===== config.mk =====
export PLATFORM = sky130hd
export DESIGN_NAME = connect
export DESIGN_NICKNAME = d
export VERILOG_FILES = /design/src/rtl/connect_pkg.sv /design/src/rtl/connect_phase_timer.sv /design/src/rtl/connect.sv
export SDC_FILE = /design/constraint.sdc
export NUM_CORES = 1
export LEC_CHECK = 0
export BUFFER_PORTS_ARGS = -buffer_cell sky130_fd_sc_hd__buf_2
export CORE_MARGIN = 3
export CORE_UTILIZATION = 46
export DETAILED_ROUTE_END_ITERATION = 10
export PLACE_DENSITY = 0.69
export SYNTH_ARGS = -nofsm -noshare
export SYNTH_HDL_FRONTEND = slang
export SYNTH_SLANG_ARGS = --single-unit

===== constraint.sdc =====
create_clock -name clk -period 2.3 [get_ports clk]
set_input_delay 0.115 -clock clk [delete_from_list [all_inputs] [get_ports clk]]
set_output_delay 0.115 -clock clk [all_outputs]
set_load 0.02 [all_outputs]

===== src/rtl/connect_pkg.sv =====
// Shared types, default phase durations and helpers for the washing-machine controller.
// Build option: define RINSE_EN to include the rinse sub-sequence (RFILL, RINSE, DRAIN2).
package connect_pkg;

   localparam int DEF_FILL_CYC  = 4;
   localparam int DEF_WASH_BASE = 4;
   localparam int DEF_RINSE_CYC = 4;
   localparam int DEF_DRAIN_CYC = 4;
   localparam int DEF_SPIN_CYC  = 6;

   typedef enum logic [2:0] {
      S_IDLE,
      S_FILL,
      S_WASH,
      S_DRAIN1,
`ifdef RINSE_EN
      S_RFILL,
      S_RINSE,
      S_DRAIN2,
`endif
      S_SPIN
   } state_e;

   typedef struct packed {
      logic water;
      logic agitator;
      logic motor;
      logic speed;
      logic pump;
   } act_t;

   function automatic int wash_cyc(input int base, input logic [1:0] ld);
      return base + 2 * int'(ld);
   endfunction

   function automatic int max5(input int a, input int b, input int c, input int d, input int e);
      int m;
      m = a;
      if (b > m) m = b;
      if (c > m) m = c;
      if (d > m) m = d;
      if (e > m) m = e;
      return m;
   endfunction

endpackage


===== src/rtl/connect_phase_timer.sv =====
// Loadable down-counter for phase durations; hold freezes the count, zero flags terminal count.
module phase_timer #(
   parameter int W = 4
) (
   input  logic         clk,
   input  logic         rst,
   input  logic         load_en,
   input  logic [W-1:0] load_val,
   input  logic         hold,
   output logic         zero
);

   logic [W-1:0] cnt_q, cnt_d;

   // NOTE: every always_comb output gets a default first so no latch is inferred.
   always_comb begin
      cnt_d = cnt_q;
      if (load_en)
         cnt_d = load_val;
      else if (!hold && cnt_q != '0)
         cnt_d = cnt_q - W'(1);
   end

   // NOTE: sequential state uses non-blocking assignments only.
   always_ff @(posedge clk or posedge rst) begin
      if (rst) cnt_q <= '0;
      else     cnt_q <= cnt_d;
   end

   assign zero = (cnt_q == '0);

endmodule


===== src/rtl/connect.sv =====
// Washing-machine cycle controller: fill, wash, drain, [rinse fill, rinse, drain,] spin.
// Build option: RINSE_EN enables the rinse sub-sequence; without it DRAIN1 goes straight to SPIN.
module connect
   import connect_pkg::*;
#(
   parameter int FILL_CYC  = DEF_FILL_CYC,
   parameter int WASH_BASE = DEF_WASH_BASE,
   parameter int RINSE_CYC = DEF_RINSE_CYC,
   parameter int DRAIN_CYC = DEF_DRAIN_CYC,
   parameter int SPIN_CYC  = DEF_SPIN_CYC
) (
   input  logic       clk,
   input  logic       rst,
   input  logic       door,
   input  logic       start,
   input  logic [1:0] load,
   output logic       agitator,
   output logic       motor,
   output logic       pump,
   output logic       speed,
   output logic       water
);

   localparam int MAX_CYC = max5(FILL_CYC, wash_cyc(WASH_BASE, 2'd3), RINSE_CYC, DRAIN_CYC, SPIN_CYC);
   localparam int CNT_W   = (MAX_CYC > 1) ? $clog2(MAX_CYC) : 1;

   state_e             state_q, state_d;
   logic   [1:0]       load_q, load_d;
   logic               tmr_load, tmr_zero;
   logic   [CNT_W-1:0] tmr_val;
   act_t               act;

   function automatic state_e next_phase(input state_e s);
      case (s)
         S_FILL:   return S_WASH;
         S_WASH:   return S_DRAIN1;
`ifdef RINSE_EN
         S_DRAIN1: return S_RFILL;
         S_RFILL:  return S_RINSE;
         S_RINSE:  return S_DRAIN2;
         S_DRAIN2: return S_SPIN;
`else
         S_DRAIN1: return S_SPIN;
`endif
         default:  return S_IDLE;
      endcase
   endfunction

   function automatic int phase_len(input state_e s, input logic [1:0] ld);
      case (s)
         S_FILL:   return FILL_CYC;
         S_WASH:   return wash_cyc(WASH_BASE, ld);
         S_DRAIN1: return DRAIN_CYC;
`ifdef RINSE_EN
         S_RFILL:  return FILL_CYC;
         S_RINSE:  return RINSE_CYC;
         S_DRAIN2: return DRAIN_CYC;
`endif
         S_SPIN:   return SPIN_CYC;
         default:  return 1;
      endcase
   endfunction

   always_ff @(posedge clk or posedge rst) begin
      if (rst) begin
         state_q <= S_IDLE;
         load_q  <= '0;
      end else begin
         state_q <= state_d;
         load_q  <= load_d;
      end
   end

   // An open door blocks both the start in IDLE and any phase advance, even at terminal count.
   always_comb begin
      state_d  = state_q;
      load_d   = load_q;
      tmr_load = 1'b0;
      case (state_q)
         S_IDLE: begin
            if (start && !door && load != 2'd0) begin
               state_d  = S_FILL;
               load_d   = load;
               tmr_load = 1'b1;
            end
         end
         default: begin
            if (!door && tmr_zero) begin
               state_d  = next_phase(state_q);
               tmr_load = 1'b1;
            end
         end
      endcase
   end

   assign tmr_val = CNT_W'(phase_len(state_d, load_d) - 1);

   phase_timer #(.W(CNT_W)) u_timer (
      .clk      (clk),
      .rst      (rst),
      .load_en  (tmr_load),
      .load_val (tmr_val),
      .hold     (door),
      .zero     (tmr_zero)
   );

   always_comb begin
      act = '0;
      case (state_q)
         S_FILL:   act.water = 1'b1;
         S_WASH:   begin act.agitator = 1'b1; act.motor = 1'b1; end
         S_DRAIN1: act.pump = 1'b1;
`ifdef RINSE_EN
         S_RFILL:  act.water = 1'b1;
         S_RINSE:  begin act.agitator = 1'b1; act.motor = 1'b1; end
         S_DRAIN2: act.pump = 1'b1;
`endif
         S_SPIN:   begin act.motor = 1'b1; act.pump = 1'b1; act.speed = 1'b1; end
         default:  act = '0;
      endcase
      if (door) act = '0;
   end

   assign water    = act.water;
   assign agitator = act.agitator;
   assign motor    = act.motor;
   assign speed    = act.speed;
   assign pump     = act.pump;

endmodule


==> results.md, run 1 <==
- Final worst slack: 0.226 ns
- Worst-skew pair later-pin latency: 0.28 ns
- Max-Cap Viols: 0
- Register area share after synthesis: 0.314
- Status: complete, no violations
- DP Worst Slack: 0.221 ns
- Area growth from synthesis to layout: 16.1%
- Synth top area share: 0.314
- Post-DRT Antenna Nets: 0
- Critical Path RT: 2.45 ns
- Clk sinks: 9
- Vias/cell: 6.14
- CTS buffer count: 3
- RSZ-0062 raised after global routing: false
- First-pass GRT wire length: 3.18 mm
- IR drop worst, VDD: 0.000615 V
- Seq cells post-synth: 9
- Clock buffer depth: 2
- Antenna violations before repair: 0
- Fraction of the cycle the final worst path needs: 0.902
- Synth area leader: dfrtp_1
- EDFF count, synth: 0
- Die Y: 45.5 um
- Setup TNS: 0 ns
- Final WL: 1.81 mm
- Resized cells post-CTS: 0
- Synthesis Warnings: 0
- Post-CTS Repair Setup Buffers: 0
- Via Count: 718
- Routed len/inst: 15.4 um
- Die area: 0.00207 mm2
- Layout cells sized above 1: 0.255
- Dominant synthesized flop cell: dfrtp_1
- Initial Utilization: 0.519
- Hold Fails Final Rpt: 0
- Synth Cell Area: 717 um2
- Max Fclk: 482 MHz
- H-tree depth: 1
- CTS Root Cell: clkbuf_4
- Post-Synthesis Cells: 87
- Ranking of synthesized cells by area: dfrtp_1 31%, nand2_1 5.2%, a21oi_1 4.2%, nor4b_2 4.2%, ha_1 3.5%
- DP Wirelength: 1.33 mm
- # fillers: 121
- Cts hold-fix bufs: 1
- Leak pwr: 0.374 nW
- Clock period minus worst slack: 2.07 ns
- Startpoint Class: register
- Number of I/O port buffers: 10
- DRC: 0
- Cell Pwr Density: 1250 mW/mm2
- Final cell count without fillers: 117
- Final setup viols: 0
- Vias in the first global route: 714
- Crit path max fanout: 4
- Placed Area: 796 um2
- Layout Nets: 111
- CP arrival: 2.22 ns
- Post-synth net total: 95
- Std-Cell Rows: 13
- Drt first pass iters: 4
- Ant. Diodes: 0
- CTS clk-pin slew, worst paths: 0.07 ns
- Avg Cell Area, Syn: 8.24 um2
- Core ar.: 0.00138 mm2
- Iter 0 DRT Violations: 42
- TritonCTS clock tree: built
- CP Class: register to register
- Dpl cells: 112
- Gpl congestion: 0.878
- Synth cell types: 37
- Gr usage total: 0.217
- IO Count: 11
- Async SR Flop Fraction: 1.00
- Crit. End Element: register
- Max Slew Vio Count: 0
- Die Width: 45.5 um
- Relative max-transition margin: 0.735
- Gr ovfl total: 0
- Clk_skew: 0.0112 ns
- Min-delay worst type: input pin to register
- Largest net degree at the start of global routing: 14
- Worst-margin pin slew: 0.394 ns
- Post-route cell area: 832 um2
## report_power, final
group / switching (W) / internal, W
Clock: 0.0000643 / 0.0000672
Sequential: 0.000112 / 0.000234
Combinational: 0.000312 / 0.000250
## kinds of logic (layout without fill, tap and decap cells)
logic type,after synthesis,in the layout,share of synthesized area
compound gates,24,24,0.220
xor+xnor,1,1,0.0122
fa+ha+maj,2,2,0.0349
buf+inv,9,24,0.0593
flops,9,9,0.314
mux,2,2,0.0297
simple gates,40,40,0.330
## Yosys cell counts (2+ instances only)
cell type and count:
nand2_1 10, dfrtp_1 9, a21oi_1 6, nor2_1 6
nor3_1 5, inv_1 4, a31oi_1 3, o21ai_0 3
a211oi_1 2, a21o_1 2, a22oi_1 2, and3_1 2
buf_4 2, clkbuf_1 2, ha_1 2, nand2b_1 2
nor4_1 2, nor4b_2 2, o21ai_1 2, or4_1 2
## metrics by stage
step / hold slack [ns] / power (W) / utilization
after CTS: 0.0977 / 0.00104 / 0.602
after detailed placement: 0.103 / 0.000900 / 0.576
after global placement: 0.0985 / 0.000880 / 0.576
after floorplan: -0.0571 / 0.000750 / -
final: 0.0950 / 0.00104 / 0.602
after global routing: 0.106 / 0.00114 / 0.602
## placed cells by master, fill, tap and decap left out, types with 3 or more instances in the layout
cell and instances:
a21oi_1 6, clkbuf_4 3, dfrtp_1 9, nor2_1 6, o21ai_0 3, nand2_1 10, inv_1 4, nor3_1 5
buf_4 5, buf_2 10, a31oi_1 3
## state kept, by name, indices dropped and copies added (netlist names)
signal / flops
u_timer.cnt_q: 4
state_q: 3
load_q: 2
## worst max-delay path, stage by stage, from the launching register on
cell      delay, ns
dfrtp_1        0.40
inv_1          0.09
ha_1           0.19
or4b_4         0.49
or4_1          0.41
a21o_1         0.20
a21oi_2        0.13
a221oi_2       0.04
## final timing paths
kind,start,endpoint,slack (ns),cells past startpoint
setup reg to reg,u_timer.cnt_q[0],u_timer.cnt_q[2],0.23,7
hold / removal,load[1],load_q[1],0.1,2
min in group asynchronous,rst,u_timer.cnt_q[2],0.35,3
max in group asynchronous,rst,u_timer.cnt_q[1],1.66,3
setup / recovery,u_timer.cnt_q[0],u_timer.cnt_q[2],0.23,7
hold reg to reg,u_timer.cnt_q[1],u_timer.cnt_q[1],0.57,2
## per-layer routing
metal / share of wire / up-vias / GRT usage
met2: 0.46 / 33 / 0.329
met4: 0.013 / 0 / 0.105
li1: - / 350 / -
met1: 0.44 / 331 / 0.267
met5: 0 / - / 0
met3: 0.079 / 4 / 0.0830
## area by class of cell
type | instances | area (um2) | share of cell area
clock buffers | 4 | 26.3 | 0.0316
inverters | 4 | 15.0 | 0.0180
multi-input cells | 69 | 449 | 0.540
flip-flops and latches | 9 | 225 | 0.271
well taps | 15 | 18.8 | 0.0226
repair buffers | 16 | 97.6 | 0.117
No activity file was read; power rests on OpenSTA's default activity.
==> run 2, diff against run 1 <==
--- a/config.mk
+++ b/config.mk
@@ -12,4 +12,5 @@
 export PLACE_DENSITY = 0.69
 export SYNTH_ARGS = -nofsm -noshare
 export SYNTH_HDL_FRONTEND = slang
+export SYNTH_HIERARCHICAL = 1
 export SYNTH_SLANG_ARGS = --single-unit
==> run 2 against run 1 <==
Compared with the run above: setup slack got worse by 0.070 ns; utilization rose by 1.5 points; die area rose by 1.2%; critical path depth rose by 1; via count fell by 10%; sequential share of layout area fell by 0.67 points; clock power fell by 8%; cell area rose by 2.6%; synthesized area rose by 1.4%; fmax fell by 3.3%; first-iteration DRC count fell by 88%; largest power group unchanged.
==> results.md, run 2 <==
- Core ar.: 0.00138 mm2 (unchanged)
- Largest net degree at the start of global routing: 19 (was 14)
- Met1 Use GR: 0.235 (was 0.267)
- Reg area: 225 um2 (unchanged)
- Initial Utilization: 0.526 (was 0.519)
- Setup TNS: 0 ns (unchanged)
- Final cell count without fillers: 115 (was 117)
- EDFF count, synth: 0 (unchanged)
- Max Fclk: 466 MHz (was 482 MHz)
- CP arrival: 2.29 ns (was 2.22 ns)
- Ranking of synthesized cells by area: dfrtp_1 31%, inv_1 4.1%, nor2_1 3.6%, a21oi_1 2.8%, mux2i_1 2.8% (was dfrtp_1 31%, nand2_1 5.2%, a21oi_1 4.2%, nor4b_2 4.2%, ha_1 3.5%)
- Layout Nets: 108 (was 111)
- Max stage delay on crit path: 0.40 ns (was 0.49 ns)
- Min-delay worst type: input pin to register (unchanged)
- Relative max-transition margin: 0.778 (was 0.735)
- DRC: 0 (unchanged)
- Routed len/inst: 13.3 um (was 15.4 um)
- Synthesis Warnings: 6 (was 0)
- Iter 0 DRT Violations: 5 (was 42)
- CP max-delay cell: dfrtp_1 (was or4b_4)
- CTS Root Cell: clkbuf_4 (unchanged)
- Number of I/O port buffers: 10 (unchanged)
- Antenna violations before repair: 0 (unchanged)
- Startpoint Class: register (unchanged)
- Biggest regs: u_timer/cnt_q x4, state_q x3, load_q x2 (was u_timer.cnt_q x4, state_q x3, load_q x2)
- Drt first pass iters: 4 (unchanged)
- Most Crowded Layer GR: met1 (was met2)
- Fraction of the cycle the final worst path needs: 0.932 (was 0.902)
- Seq cells post-synth: 9 (unchanged)
- TritonCTS clock tree: built (unchanged)
- Cell with the most instances after synthesis: dfrtp_1 (was nand2_1)
- Avg Cell Area, Syn: 8.55 um2 (was 8.24 um2)
- Gr usage total: 0.163 (was 0.217)
- Vias/cell: 5.60 (was 6.14)
- Die area: 0.00209 mm2 (was 0.00207 mm2)
- # fillers: 131 (was 121)
- Max-Cap Viols: 0 (unchanged)
- CTS clk-pin slew, worst paths: 0.06 ns (was 0.07 ns)
- Area growth from synthesis to layout: 17.4% (was 16.1%)
- Clock period minus worst slack: 2.14 ns (was 2.07 ns)
- CP Class: register to register (unchanged)
- Status: complete, no violations (unchanged)
- Worst-margin pin slew: 0.328 ns (was 0.394 ns)
- Commonest cells in the netlist: 9 x dfrtp_1, 8 x inv_1, 7 x nor2_1 (was 10 x nand2_1, 9 x dfrtp_1, 6 x a21oi_1, 6 x nor2_1, 5 x nor3_1)
- Max FFs per register: 4 (unchanged)
- Synth cell types: 42 (was 37)
- Commonest non-fill, non-tap cell in the layout: buf_2
- Synth area leader: dfrtp_1 (unchanged)
- M2 GR Usage: 0.203 (was 0.329)
- Clock buffer depth: 2 (unchanged)
- Async SR Flop Fraction: 1.00 (unchanged)
- H-tree depth: 1 (unchanged)
- Dpl cells: 110 (was 112)
- Hold Fails Final Rpt: 0 (unchanged)
- Std-Cell Rows: 13 (unchanged)
- Post-synth net total: 92 (was 95)
- Multi-input gate area: 462 um2 (was 449 um2)
- Final WL: 1.53 mm (was 1.81 mm)
- Biggest register: u_timer/cnt_q (was u_timer.cnt_q)
- Cell Pwr Density: 1340 mW/mm2 (was 1250 mW/mm2)
- Via Count: 644 (was 718)
- Post-DRT Antenna Nets: 0 (unchanged)
- Final setup viols: 0 (unchanged)
- Die Width: 45.8 um (was 45.5 um)
- Die Y: 45.8 um (was 45.5 um)
- Worst path buffer plus inverter count: 1 (unchanged)
- IO Count: 11 (unchanged)
- Post-CTS Repair Setup Buffers: 0 (unchanged)
- Gpl congestion: 0.807 (was 0.878)
- Ant. Diodes: 0 (unchanged)
- Register area share after synthesis: 0.310 (was 0.314)
- DP Wirelength: 1.09 mm (was 1.33 mm)
- Synth top area share: 0.310 (was 0.314)
- IR drop worst, VDD: 0.000642 V (was 0.000615 V)
- M3 GR Usage: 0.0593 (was 0.0830)
- Clk_skew: 0.00158 ns (was 0.0112 ns)
- CP Cell Sequence: inv_1 -> ha_1 -> nor3b_4 -> and4bb_1 -> o21bai_1 -> o21ai_4 -> a211oi_1 -> a221o_1 (was inv_1 -> ha_1 -> or4b_4 -> or4_1 -> a21o_1 -> a21oi_2 -> a221oi_2)
- Leak pwr: 0.397 nW (was 0.374 nW)
- RSZ-0062 raised after global routing: false (unchanged)
- Critical Path RT: 2.45 ns (about the same)
- Max Slew Vio Count: 0 (unchanged)
- Post-Synthesis Cells: 85 (was 87)
- First-pass GRT wire length: 2.38 mm (was 3.18 mm)
- Vias in the first global route: 541 (was 714)
- Worst-skew pair later-pin latency: 0.26 ns (was 0.28 ns)
- Crit. End Element: register (unchanged)
- Crit path max fanout: 6 (was 4)
- Clk sinks: 9 (unchanged)
- CTS buffer count: 3 (unchanged)
- Layout cells sized above 1: 0.260 (was 0.255)
- Gr ovfl total: 0 (unchanged)
- Synth Cell Area: 727 um2 (was 717 um2)
- Dominant synthesized flop cell: dfrtp_1 (unchanged)
- Crit-path leading delay family: compound AO/OA/AOI/OAI gates (was simple AND/OR/NAND/NOR gates)
- Most frequent cells in the layout: 10 x buf_2, 9 x dfrtp_1, 8 x inv_1 (was 10 x nand2_1, 10 x buf_2, 9 x dfrtp_1)
## run 2: logic make-up after synthesis
logic type / count (synthesis) / share of synthesized area
and+or+nand+nor: 35 / 0.310
adders and majority gates: 1 / 0.0172
AOI/OAI and AO/OA: 24 / 0.236
DFF: 9 / 0.310
muxes: 3 / 0.0482
buffers and inverters: 12 / 0.0671
xor gates and xnor gates: 1 / 0.0121
## run 2: worst paths after layout
path | startpoint | end | slack (ns) | cells after the start
max | u_timer/cnt_q[1] | u_timer/cnt_q[3] | 0.16 | 8
min | load[1] | load_q[1] | 0.14 | 3
max reg2reg | u_timer/cnt_q[1] | u_timer/cnt_q[3] | 0.16 | 8
min reg2reg | load_q[0] | load_q[0] | 0.52 | 1
max in group asynchronous | rst | state_q[2] | 1.84 | 3
min in group asynchronous | rst | u_timer/cnt_q[2] | 0.29 | 3
## run 2: layout make-up
class	instances	area share
clock buffers	3	0.0264
clock inverters	1	0.00587
inverters	8	0.0352
multi-input cells	64	0.541
flip-flops and latches	9	0.264
well taps	15	0.0220
repair buffers	15	0.106
## run 2: report_power, final
part           internal, W  total, W  switching (W)
combinational     0.000332  0.000733       0.000401
sequential        0.000231  0.000287      0.0000559
clock            0.0000642  0.000120      0.0000562
total             0.000627   0.00114       0.000513
## run 2: worst min-delay path: cells and delay by family
kind | cells | cell delay, ns
buffers and inverters | 2 | 0.16
multiplexers | 1 | 0.10
## run 2: metal layers
layer	vias up	share of wire
met3	2	0.062
met4	0	0.0066
met5	-	0
li1	343	-
met1	277	0.52
met2	22	0.41
## run 2: metrics by stage
stage	power, W	util	worst slack, ns	instance area (um2)	hold slack [ns]
final	0.00114	0.617	0.156	853	0.145
after CTS	0.00113	0.611	0.114	845	0.130
after global routing	0.00123	0.617	0.0353	853	0.141
after floorplan	0.000832	-	0.242	727	-0.119
after global placement	0.000987	0.584	0.220	807	0.0199
after detailed placement	0.000991	0.584	0.145	807	0.0249
## run 2: timing repair
action / 4_1_cts / 5_1_grt
gates resized for setup: 0 / 2
hold buffers: 1 / 0
setup endpoints to repair: 0 / 2
hold endpoints to repair: 9 / 0
==> run 3, diff against run 2 <==
==> constraint.sdc (replaced) <==
create_clock -name clk -period 2.1 [get_ports clk]
set_input_delay 0.105 -clock clk [delete_from_list [all_inputs] [get_ports clk]]
set_output_delay 0.105 -clock clk [all_outputs]
set_load 0.02 [all_outputs]
==> run 3 against run 2 <==
Compared with the run above: combinational power up 34%; register-to-register slack worse by 0.10 ns; flip-flop and latch count unchanged; utilization up 7.1 points; die area unchanged; worst hold slack better by 0.030 ns; final cell count up 7.0%; total power up 27%; via count up 5.9%; critical path type unchanged; critical endpoint unchanged.
==> results.md, run 3 (synthesis gave the netlist of run 2 again) <==
- Status: complete, no violations (unchanged)
- Via Count: 682 (was 644)
- Die Width: 45.8 um (unchanged)
- Iter 0 DRT Violations: 7 (was 5)
- First-pass GRT wire length: 2.52 mm (was 2.38 mm)
- CP Cell Sequence: inv_2 -> ha_4 -> nor3b_4 -> buf_6 -> and4bb_2 -> o21bai_4 -> o21ai_4 -> a211oi_2 -> a221o_1 (was inv_1 -> ha_1 -> nor3b_4 -> and4bb_1 -> o21bai_1 -> o21ai_4 -> a211oi_1 -> a221o_1)
- R2R setup slack: 0.05 ns (was 0.16 ns)
- Max stage delay on crit path: 0.40 ns (about the same)
- Clk sinks: 9 (unchanged)
- Post-DRT Antenna Nets: 0 (unchanged)
- Cell Pwr Density: 1520 mW/mm2 (was 1340 mW/mm2)
- CTS clk-pin slew, worst paths: 0.07 ns (was 0.06 ns)
- Clk_skew: 0.0111 ns (was 0.00158 ns)
- Commonest non-fill, non-tap cell in the layout: buf_4 (was buf_2)
- CTS Root Cell: clkbuf_4 (unchanged)
- Routed len/inst: 13.8 um (was 13.3 um)
- TritonCTS clock tree: built (unchanged)
- Max FFs per register: 4 (unchanged)
- Antenna violations before repair: 0 (unchanged)
- Ant. Diodes: 0 (unchanged)
- Biggest regs: u_timer/cnt_q x4, state_q x3, load_q x2 (unchanged)
- Startpoint Class: register (unchanged)
- Max Slew Vio Count: 0 (unchanged)
- Post-route cell area: 951 um2 (was 853 um2)
- Reg area: 225 um2 (unchanged)
- CP Class: register to register (unchanged)
- Vias in the first global route: 547 (was 541)
- Core ar.: 0.00138 mm2 (unchanged)
- Gpl congestion: 0.744 (was 0.807)
- Worst path buffer plus inverter count: 2 (was 1)
- Dpl cells: 112 (was 110)
- Area growth from synthesis to layout: 30.8% (was 17.4%)
- Gr ovfl total: 0 (unchanged)
- DRC: 0 (unchanged)
- Crit path max fanout: 8 (was 6)
- Worst-skew pair later-pin latency: 0.25 ns (was 0.26 ns)
- DP Wirelength: 1.10 mm (was 1.09 mm)
- Leak pwr: 0.437 nW (was 0.397 nW)
- Die Y: 45.8 um (unchanged)
- Largest net degree at the start of global routing: 19 (unchanged)
- Layout Nets: 116 (was 108)
- Max-Cap Viols: 0 (unchanged)
- Relative max-transition margin: 0.766 (was 0.778)
- CP max-delay cell: dfrtp_1 (unchanged)
- IR drop worst, VDD: 0.000872 V (was 0.000642 V)
- Multi-input gate area: 497 um2 (was 462 um2)
- Worst-margin pin slew: 0.341 ns (was 0.328 ns)
- Die area: 0.00209 mm2 (unchanged)
- Crit-path leading delay family: compound AO/OA/AOI/OAI gates (unchanged)
- Final cell count without fillers: 123 (was 115)
- Clock period minus worst slack: 2.05 ns (was 2.14 ns)
- Min-delay worst type: input pin to register (unchanged)
- Most frequent cells in the layout: 11 x buf_4, 10 x buf_2, 9 x dfrtp_1 (was 10 x buf_2, 9 x dfrtp_1, 8 x inv_1)
- CP arrival: 2.19 ns (was 2.29 ns)
- Layout cells sized above 1: 0.380 (was 0.260)
- CTS buffer count: 3 (unchanged)
- Drt first pass iters: 3 (was 4)
- IO Count: 11 (unchanged)
- Placed Area: 822 um2 (was 807 um2)
- Initial Utilization: 0.526 (unchanged)
- Fraction of the cycle the final worst path needs: 0.975 (was 0.932)
- Utilization after layout: 0.688 (was 0.617)
- Biggest register: u_timer/cnt_q (unchanged)
- Hold Fails Final Rpt: 0 (unchanged)
- Vias/cell: 5.54 (was 5.60)
- Gr usage total: 0.168 (was 0.163)
- Clock buffer depth: 2 (unchanged)
- Final setup viols: 0 (unchanged)
- # fillers: 113 (was 131)
- Number of I/O port buffers: 10 (unchanged)
- Critical Path RT: 2.24 ns (was 2.45 ns)
- H-tree depth: 1 (unchanged)
- Final WL: 1.70 mm (was 1.53 mm)
- Max Fclk: 489 MHz (was 466 MHz)
- Crit. End Element: register (unchanged)
- Std-Cell Rows: 13 (unchanged)
run 3: path summary, 6_finish.rpt:
path                                  startpoint          endpoint  cells after the start
worst max-delay path            u_timer/cnt_q[1]  u_timer/cnt_q[3]                      9
worst min-delay path                     load[1]         load_q[1]                      3
worst max register to register  u_timer/cnt_q[1]  u_timer/cnt_q[3]                      9
worst min register to register         load_q[0]         load_q[0]                      1
max in group asynchronous                    rst         load_q[0]                      3
min in group asynchronous                    rst  u_timer/cnt_q[0]                      3
run 3: area by class of cell:
| class | count | share of cell area |
|---|---|---|
| multi-input combinational | 64 | 0.522 |
| sequential | 9 | 0.237 |
| timing repair buffer | 23 | 0.162 |
| inverter | 8 | 0.0316 |
| clock buffer | 4 | 0.0276 |
| tap | 15 | 0.0197 |
run 3: timing repair:
| action | CTS | global route |
|---|---|---|
| endpoints found under the hold margin | 9 | 0 |
| endpoints found under the setup margin | 0 | 3 |
| gates resized for setup | 0 | 13 |
| hold buffers | 1 | 0 |
| buffers inserted | 0 | 6 |
run 3: through the flow:
stage / hold WS, ns / power, W / setup TNS, ns / setup WS, ns
finish: 0.175 / 0.00144 / 0 / 0.0535
global placement: 0.0102 / 0.00109 / 0 / 0.0672
detailed placement: 0.0156 / 0.00111 / 0 / 0.0270
CTS: 0.151 / 0.00124 / 0 / 0.0172
floorplan: -0.129 / 0.000912 / 0 / 0.0417
global route: 0.174 / 0.00155 / -0.0647 / -0.0382
run 3: report_power, final:
group / internal, W / switching, W
logic: 0.000494 / 0.000490
registers: 0.000253 / 0.0000736
clock network: 0.0000729 / 0.0000581
run 3: worst min-delay path, delay by kind of cell:
kind	cells	cell delay (ns)
multiplexers	1	0.12
buffers and inverters	2	0.17
run 3: routing by layer:
| layer | wire [um] | vias up | global-route usage |
|---|---|---|---|
| met5 | 0 | - | 0 |
| met4 | 10 | 0 | 0.0511 |
| met3 | 63 | 2 | 0.0356 |
| met2 | 774 | 13 | 0.226 |
| met1 | 851 | 311 | 0.262 |
| li1 | - | 356 | - |
